### src/rtl/bcd_to_bin_seq.sv
// Sequential BCD-to-binary converter (reverse double dabble), one shift per clock.
// state | meaning: IDLE wait for start | SHIFT shift+correct BIN_W times | DONE result latched, pulse done next
module bcd_to_bin_seq #(
  parameter int DIGITS = 4,
  parameter int BIN_W  = 14
) (
  input  logic                  clk,
  input  logic                  rst_n,
  input  logic                  start,
  input  logic [4*DIGITS-1:0]   bcd_in,
  output logic                  busy,
  output logic                  done,
  output logic                  err,
  output logic [BIN_W-1:0]      bin_out
);

  localparam int BCD_W = 4 * DIGITS;
  localparam int WORK_W = BCD_W + BIN_W;
  localparam int CNT_W = $clog2(BIN_W + 1);

  typedef enum logic [1:0] {IDLE, SHIFT, DONE} state_t;

  state_t            state;
  logic [WORK_W-1:0] work;
  logic [WORK_W-1:0] work_sh;
  logic [WORK_W-1:0] work_nxt;
  logic [CNT_W-1:0]  cnt;
  logic              bad_digit;

  always_comb begin
    bad_digit = 1'b0;
    for (int i = 0; i < DIGITS; i++) begin
      if (bcd_in[4*i +: 4] > 4'd9) bad_digit = 1'b1;
    end
  end

  // Subtract 3 from every shifted BCD nibble >= 8 (add 4'b1101, carry dropped).
  always_comb begin
    work_sh  = work >> 1;
    work_nxt = work_sh;
    for (int i = 0; i < DIGITS; i++) begin
      if (work_sh[BIN_W + 4*i + 3]) begin
        work_nxt[BIN_W + 4*i +: 4] = work_sh[BIN_W + 4*i +: 4] + 4'b1101;
      end
    end
  end

  // done is registered on the edge leaving DONE, so it lags the DONE state by one cycle.
  always_ff @(posedge clk or negedge rst_n) begin
    if (!rst_n) begin
      state   <= IDLE;
      busy    <= 1'b0;
      done    <= 1'b0;
      err     <= 1'b0;
      bin_out <= '0;
      work    <= '0;
      cnt     <= '0;
    end else begin
      done <= 1'b0;
      case (state)
        IDLE: begin
          if (start) begin
            if (bad_digit) begin
              err     <= 1'b1;
              bin_out <= '0;
              state   <= DONE;
            end else begin
              work  <= {bcd_in, {BIN_W{1'b0}}};
              cnt   <= '0;
              busy  <= 1'b1;
              state <= SHIFT;
            end
          end
        end
        SHIFT: begin
          work <= work_nxt;
          cnt  <= cnt + 1'b1;
          if (cnt == CNT_W'(BIN_W - 1)) begin
            bin_out <= work_nxt[BIN_W-1:0];
            err     <= 1'b0;
            busy    <= 1'b0;
            state   <= DONE;
          end
        end
        DONE: begin
          done  <= 1'b1;
          state <= IDLE;
        end
        default: begin
          busy  <= 1'b0;
          state <= IDLE;
        end
      endcase
    end
  end

endmodule

### config.mk
export PLATFORM = sky130hd
export DESIGN_NAME = bcd_to_bin_seq
export DESIGN_NICKNAME = d
export VERILOG_FILES = /design/src/rtl/bcd_to_bin_seq.sv
export SDC_FILE = /design/constraint.sdc
export NUM_CORES = 1
export LEC_CHECK = 0
export CAP_MARGIN = 20
export CORE_AREA = 5 5 70 72
export CTS_CLUSTER_DIAMETER = 200
export DETAILED_ROUTE_END_ITERATION = 8
export DIE_AREA = 0 0 75 77
export PLACE_DENSITY_LB_ADDON = 0.15
export SLEW_MARGIN = 20
export SYNTH_ARGS = -nofsm -noshare
export SYNTH_HDL_FRONTEND = slang
export SYNTH_SLANG_ARGS = --single-unit
### constraint.sdc
create_clock -name clk -period 4.9 [get_ports clk]
set_clock_uncertainty 0.2 [all_clocks]
set_input_delay 0.98 -clock clk [delete_from_list [all_inputs] [get_ports clk]]
set_output_delay 0.98 -clock clk [all_outputs]
set_load 0.005 [all_outputs]
# Yosys cells after proc, flatten, opt, wreduce, memory -nomap -nowiden
# Cells that the tools add are included.
[classes]
n_eq_ne = 7
div = 0
n_reduce_logical = 6
multipliers = 0
n_lt_le_gt_ge = 4
shift = 0
n_mux = 29
n_bitwise = 1
addsub = 4
[ops]
columns = ["cell", "n"]
rows = [
  ["$mux W30", 2],
  ["$pmux W30 S2", 1],
  ["$mux W14", 3],
  ["$pmux W14 S2", 1],
  ["$mux W4", 5],
  ["$gt A4 B4 Y1 const B", 4],
  ["$add A4 B4 Y4 const B", 3],
  ["$mux W1", 10],
  ["$ne A2 B2 Y1 const B", 4],
  ["$pmux W4 S2", 1],
  ["$reduce_and A4 Y1", 2],
  ["$mux W2", 3],
  ["$add A4 B1 Y4 const B", 1],
  ["$eq A4 B4 Y1 const B", 1],
  ["$pmux W2 S2", 1],
  ["$pmux W1 S3", 1],
  ["$reduce_and A3 Y1", 1],
  ["$eq A2 B1 Y1 const B", 1],
  ["$eq A2 B2 Y1 const B", 1],
  ["$logic_not A2 Y1", 1],
  ["$pmux W1 S2", 1],
  ["$reduce_and A2 Y1", 1],
  ["$reduce_bool A2 Y1", 1],
  ["$not A1 Y1", 1],
]
[word_totals]
output_inout_bits = 17
mem_count = 0
ram_bits = 0
rom_bits = 0
latchBits = 0
elab_cells = 58
ff_bits = 53

# Logic depth before layout (Yosys ltp)
[depth]
depth_word = 8
mapped_depth = 8
depth_no_buf = 5

# Worst setup path after synthesis
# OpenSTA, ideal clock, no wires.
[synth_timing]
kind = "in2reg"
start = "input port bcd_in[13]"
end = "register bin_out[13]"
setup_slack_ps = 2370
stages = 7
required_ps = 4579
n_path_buf = 2
setup_time_ps = 121
arrival_time_ps = 2209
path_cell_list = "o21ai_0 and4_1 clkbuf_2 or3b_1 a21o_1 buf_6 a22o_1"
[synth_via]
elab_chain_len = 4
[synth_lines]
columns = ["element", "line_no", "rtl"]
rows = [
  ["from (decl)", "10", "input logic [4*DIGITS-1:0] bcd_in,"],
  ["$gt A4 B4 Y1", "33", "if (bcd_in[4*i +: 4] > 4'd9) bad_digit = 1'b1;"],
  ["$mux W1", "33", ""],
  ["$ne A2 B2 Y1 (no line)", "n/a", ""],
  ["$reduce_and A4 Y1 (no line)", "n/a", ""],
  ["to (signal assigned)", "79", "bin_out <= work_nxt[BIN_W-1:0];"],
  ["to (decl)", "14", "output logic [BIN_W-1:0] bin_out"],
]
# Every way passes these cells.
# A chain may end at the register's enable or synchronous reset.

# Worst setup path in the final report
[layout_timing]
start = "input port bcd_in[13]"
end = "register work[3]"
[layout_via]
elab_chain_len = 4
[layout_lines]
columns = ["element", "line_no", "rtl"]
rows = [
  ["$gt A4 B4 Y1", "33", ""],
  ["$mux W1", "33", ""],
  ["$ne A2 B2 Y1 (no line)", "n/a", ""],
  ["$reduce_and A3 Y1 (no line)", "n/a", ""],
  ["to (signal assigned)", "68", "work <= {bcd_in, {BIN_W{1'b0}}};"],
  ["to (signal assigned)", "76", "work <= work_nxt;"],
  ["to (decl)", "24", "logic [WORK_W-1:0] work;"],
]
# Every way passes these cells.

==> results by group <==
Detailed routing
  – Routed WL: between 5 and 6 mm
  – WL/cell: ~18 um
  – Via count: 1797
  – First DRT Iteration DRCs: between 100 and 150
  – Final ANT Viol Nets: 0
  – Initial DRT Pass Iterations: 4
  – Drt drc: 0
  – DR vias/cell: 6.283

Yosys
  – Synthesized area: 0.002331 sq mm
  – Cells after synthesis: 204
  – Post-synth top area cell: dfrtp_1
  – Yosys cell types: 36
  – Post-Syn Nets: ~230
  – Avg Cell Area, Syn: between 10 and 15 sq um
  – Yosys warnings: 0
  – Area contributors post-synth: dfrtp_1 (56%), a22o_1 (11%), o22ai_1 (5.4%), o21ai_0 (3.2%), a21oi_1 (3.0%)
  – Ys async rst share: 1.000
  – Synth Register Bits: between 50 and 60
  – Post-synth EDFFs: 0
  – Top FF cell, synth: dfrtp_1
  – Share of the synthesized area in the top cell type: 0.5582
  – Sequential area share after synthesis: 0.5582

Layout
  – Nets@finish: 257
  – Design Area, Final: 0.002771 sq mm
  – # diodes: 0
  – Layout cell share with drive strength beyond 1: 0.05556
  – Area Overhead vs Synth: 18.89%

Clocking
  – Cts repair resizes: 0
  – Hold buffers post-CTS: 0
  – Clock Latency Late Sink: roughly 300 ps
  – Num CTS Buffers: 5
  – Root Buffer: clkbuf_8
  – Setup bufs post-CTS: 0
  – Bufs on Longest Clock Path: 2
  – CTS tree: done
  – H-tree Lvls: 2
  – Worst-path clk slew: around 90 ps
  – Clock sinks: 52

STA
  – Tcrit/Tclk final: 0.6283
  – Fmax: around 320 MHz
  – Final hold violations: 0
  – Final worst slack: 1821 ps
  – Slew HR: 0.3133
  – Final Critical Period: 3079 ps
  – Setup_tns: 0 ps
  – Setup violators final: 0
  – Slew at the pin closest to its max-slew limit: approximately 1000 ps
  – Slew Viols, Final: 0
  – RSZ-0062 raised after global routing: false

Setup path
  – Slowest stage delay, CP: 590 ps
  – Crit path depth: 6
  – Crit path launch type: primary input
  – Crit end category: flop
  – Worst path slowest cell: and2_1
  – Worst path buffer plus inverter count: 1
  – CP top delay family: simple AND/OR/NAND/NOR gates
  – Reg2Reg Depth: 5
  – Critical Path RT: slightly below 5000 ps
  – R2R setup slack: between 1500 and 2000 ps
  – Reg2Reg Launch Point: state[0]$_DFFE_PN0P_
  – Crit-path max FO: 18
  – CP Cell Sequence: clkdlybuf4s50_1 -> o21ai_0 -> and4_1 -> and2_1 -> o21ai_4 -> a22o_1
  – Reg-to-Reg End: work[17]$_DFFE_PN0P_
  – CP Class: primary input to flop
  – Arr. time, crit path: between 3000 and 4000 ps

GRT
  – Busiest grt layer: met2
  – Met3 Track Usage GR: 0.05098
  – GRT Resource Usage Total: 0.1929
  – First-pass GRT wire length: roughly 8.7 mm
  – Largest net degree at the start of global routing: 53
  – Vias in the first global route: 1783
  – Grt total ovfl: 0
  – Met2 Use GR: 0.2805
  – Initial antenna violation count: 0
  – Met1 usage: 0.2783

Placed design
  – GP Congestion: between 0.8 and 0.9
  – Pre-CTS WS: about 1500 ps
  – IO Port Bufs: 35
  – Area after DPL: around 0.0027 sq mm
  – DP HPWL: between 3 and 4 mm

Floorplan
  – Initial Util: 0.5505
  – Die Width: about 75 um
  – # IOs: 36
  – Die height: between 70 and 80 um
  – Rows: 24
  – CORE AREA: ~0.0042 sq mm
  – Die ar.: 0.005775 sq mm

Power and ir drop
  – Leakage: ~1.2 nW
  – Logic pwr share: 0.304
  – Clk pwr share: 0.186
  – Net Sw Frac: 0.3556
  – PwrDens: ~480 mW/mm^2
  – Sequential Power Share: 0.510
  – Int Power: between 0.8 and 0.9 mW
  – Switching power: about 0.48 mW
  – Worst VDD drop: just under 0.3 mV

Worst hold path
  – Hold path depth: 1
  – Min-delay src: bin_out[0]$_DFFE_PN0P_
  – Endpoint, Worst Hold: bin_out[0]$_DFFE_PN0P_
  – Hold Crit Class: flop to flop

Flow run
  – Max-cap violations: 0

Run status
  – Status: complete, no violations
-- worst max path at each step --
stage                from  slack, ps                       to
3_3_place_gp   bcd_in[13]       1600      work[9]$_DFFE_PN0P_
2_1_floorplan  bcd_in[13]       2370  bin_out[13]$_DFFE_PN0P_
6_report       bcd_in[13]       1820      work[3]$_DFFE_PN0P_
3_5_place_dp   bcd_in[13]       1510      work[5]$_DFFE_PN0P_
4_1_cts        bcd_in[13]       1820      work[3]$_DFFE_PN0P_
5_1_grt        bcd_in[13]       1660      work[3]$_DFFE_PN0P_
-- synth_stat cells (all sizes together), types with 4 or more instances --
| library cell | count |
|---|---|
| ha | 5 |
| o21ai | 17 |
| nor2 | 5 |
| a21oi | 14 |
| clkbuf | 9 |
| dfrtp | 52 |
| buf | 5 |
| o22ai | 20 |
| a22o | 28 |
| mux2i | 5 |
| a31oi | 4 |
| nand2 | 7 |
-- routing by layer --
metal	up-vias	part of all wire
met5	-	0
met3	6	0.060
li1	830	-
met2	69	0.47
met4	0	0.0083
met1	892	0.46
-- stage by stage --
| stage | total power [mW] | utilization | hold WS [ps] | instances |
|---|---|---|---|---|
| finish | 1.342 | 0.6546 | 306.5 | 286 |
| global route | 1.437 | 0.6546 | 324.2 | 286 |
| CTS | 1.345 | 0.6546 | 311.3 | 286 |
| detailed placement | 1.092 | 0.6330 | 281.7 | 278 |
| global placement | 1.064 | 0.6330 | 282.8 | 278 |
| floorplan | 0.9782 | - | 273.3 | 204 |
-- kinds of logic (layout without fill, tap and decap cells) --
family | count (synthesis) | after routing | synth area share
AO/OA/AOI/OAI | 91 | 91 | 0.2711
XOR/XNOR | 6 | 6 | 0.02255
adder cells (fa/ha/maj) | 5 | 5 | 0.02684
buffers and inverters | 18 | 48 | 0.03596
flip-flops | 52 | 52 | 0.5582
multiplexers | 7 | 7 | 0.03113
AND/OR/NAND/NOR | 25 | 25 | 0.05422
-- registers in the layout, indices dropped and copies added, names as in the netlist --
signal	count
cnt	4
bin_out	14
busy	1
done	1
err	1
work	29
state	2
-- cell usage in the layout (no fill, tap or decap), types with 2 or more instances in the layout --
master           Yosys  final
o21ai_0             15     15
mux2_2               2      2
nor2_1               5      5
o22ai_1             20     20
xor2_1               3      3
dfrtp_1             52     52
clkbuf_8             0      5
inv_1                3      3
nand3_1              3      3
clkdlybuf4s50_1      0     34
a21oi_1             14     14
ha_1                 5      5
nand2b_1             3      3
a41o_1               3      3
mux2i_1              5      5
a22o_1              28     28
a31oi_1              4      4
xnor2_1              3      3
nand2_1              7      7
and2_1               2      2
-- power by group through the flow --
| stage | Combinational, mW | Clock [mW] | Sequential (mW) |
|---|---|---|---|
| after floorplan | 0.336 | 0 | 0.642 |
| after global placement | 0.383 | 0 | 0.681 |
| after detailed placement | 0.405 | 0 | 0.687 |
| after CTS | 0.410 | 0.254 | 0.681 |
| after global routing | 0.462 | 0.273 | 0.702 |
| final | 0.408 | 0.250 | 0.684 |
-- layout make-up --
class                           instances  area (sq um)
Clock buffer                            5         68.82
Inverter                                4         15.01
Clock inverter                          3         22.52
Fill cell                             311          1463
Timing Repair Buffer                   36         352.8
Multi-Input combinational cell        134         945.9
Tap cell                               52         65.06
Sequential cell                        52          1301
Power figures use the tool's default switching activity.
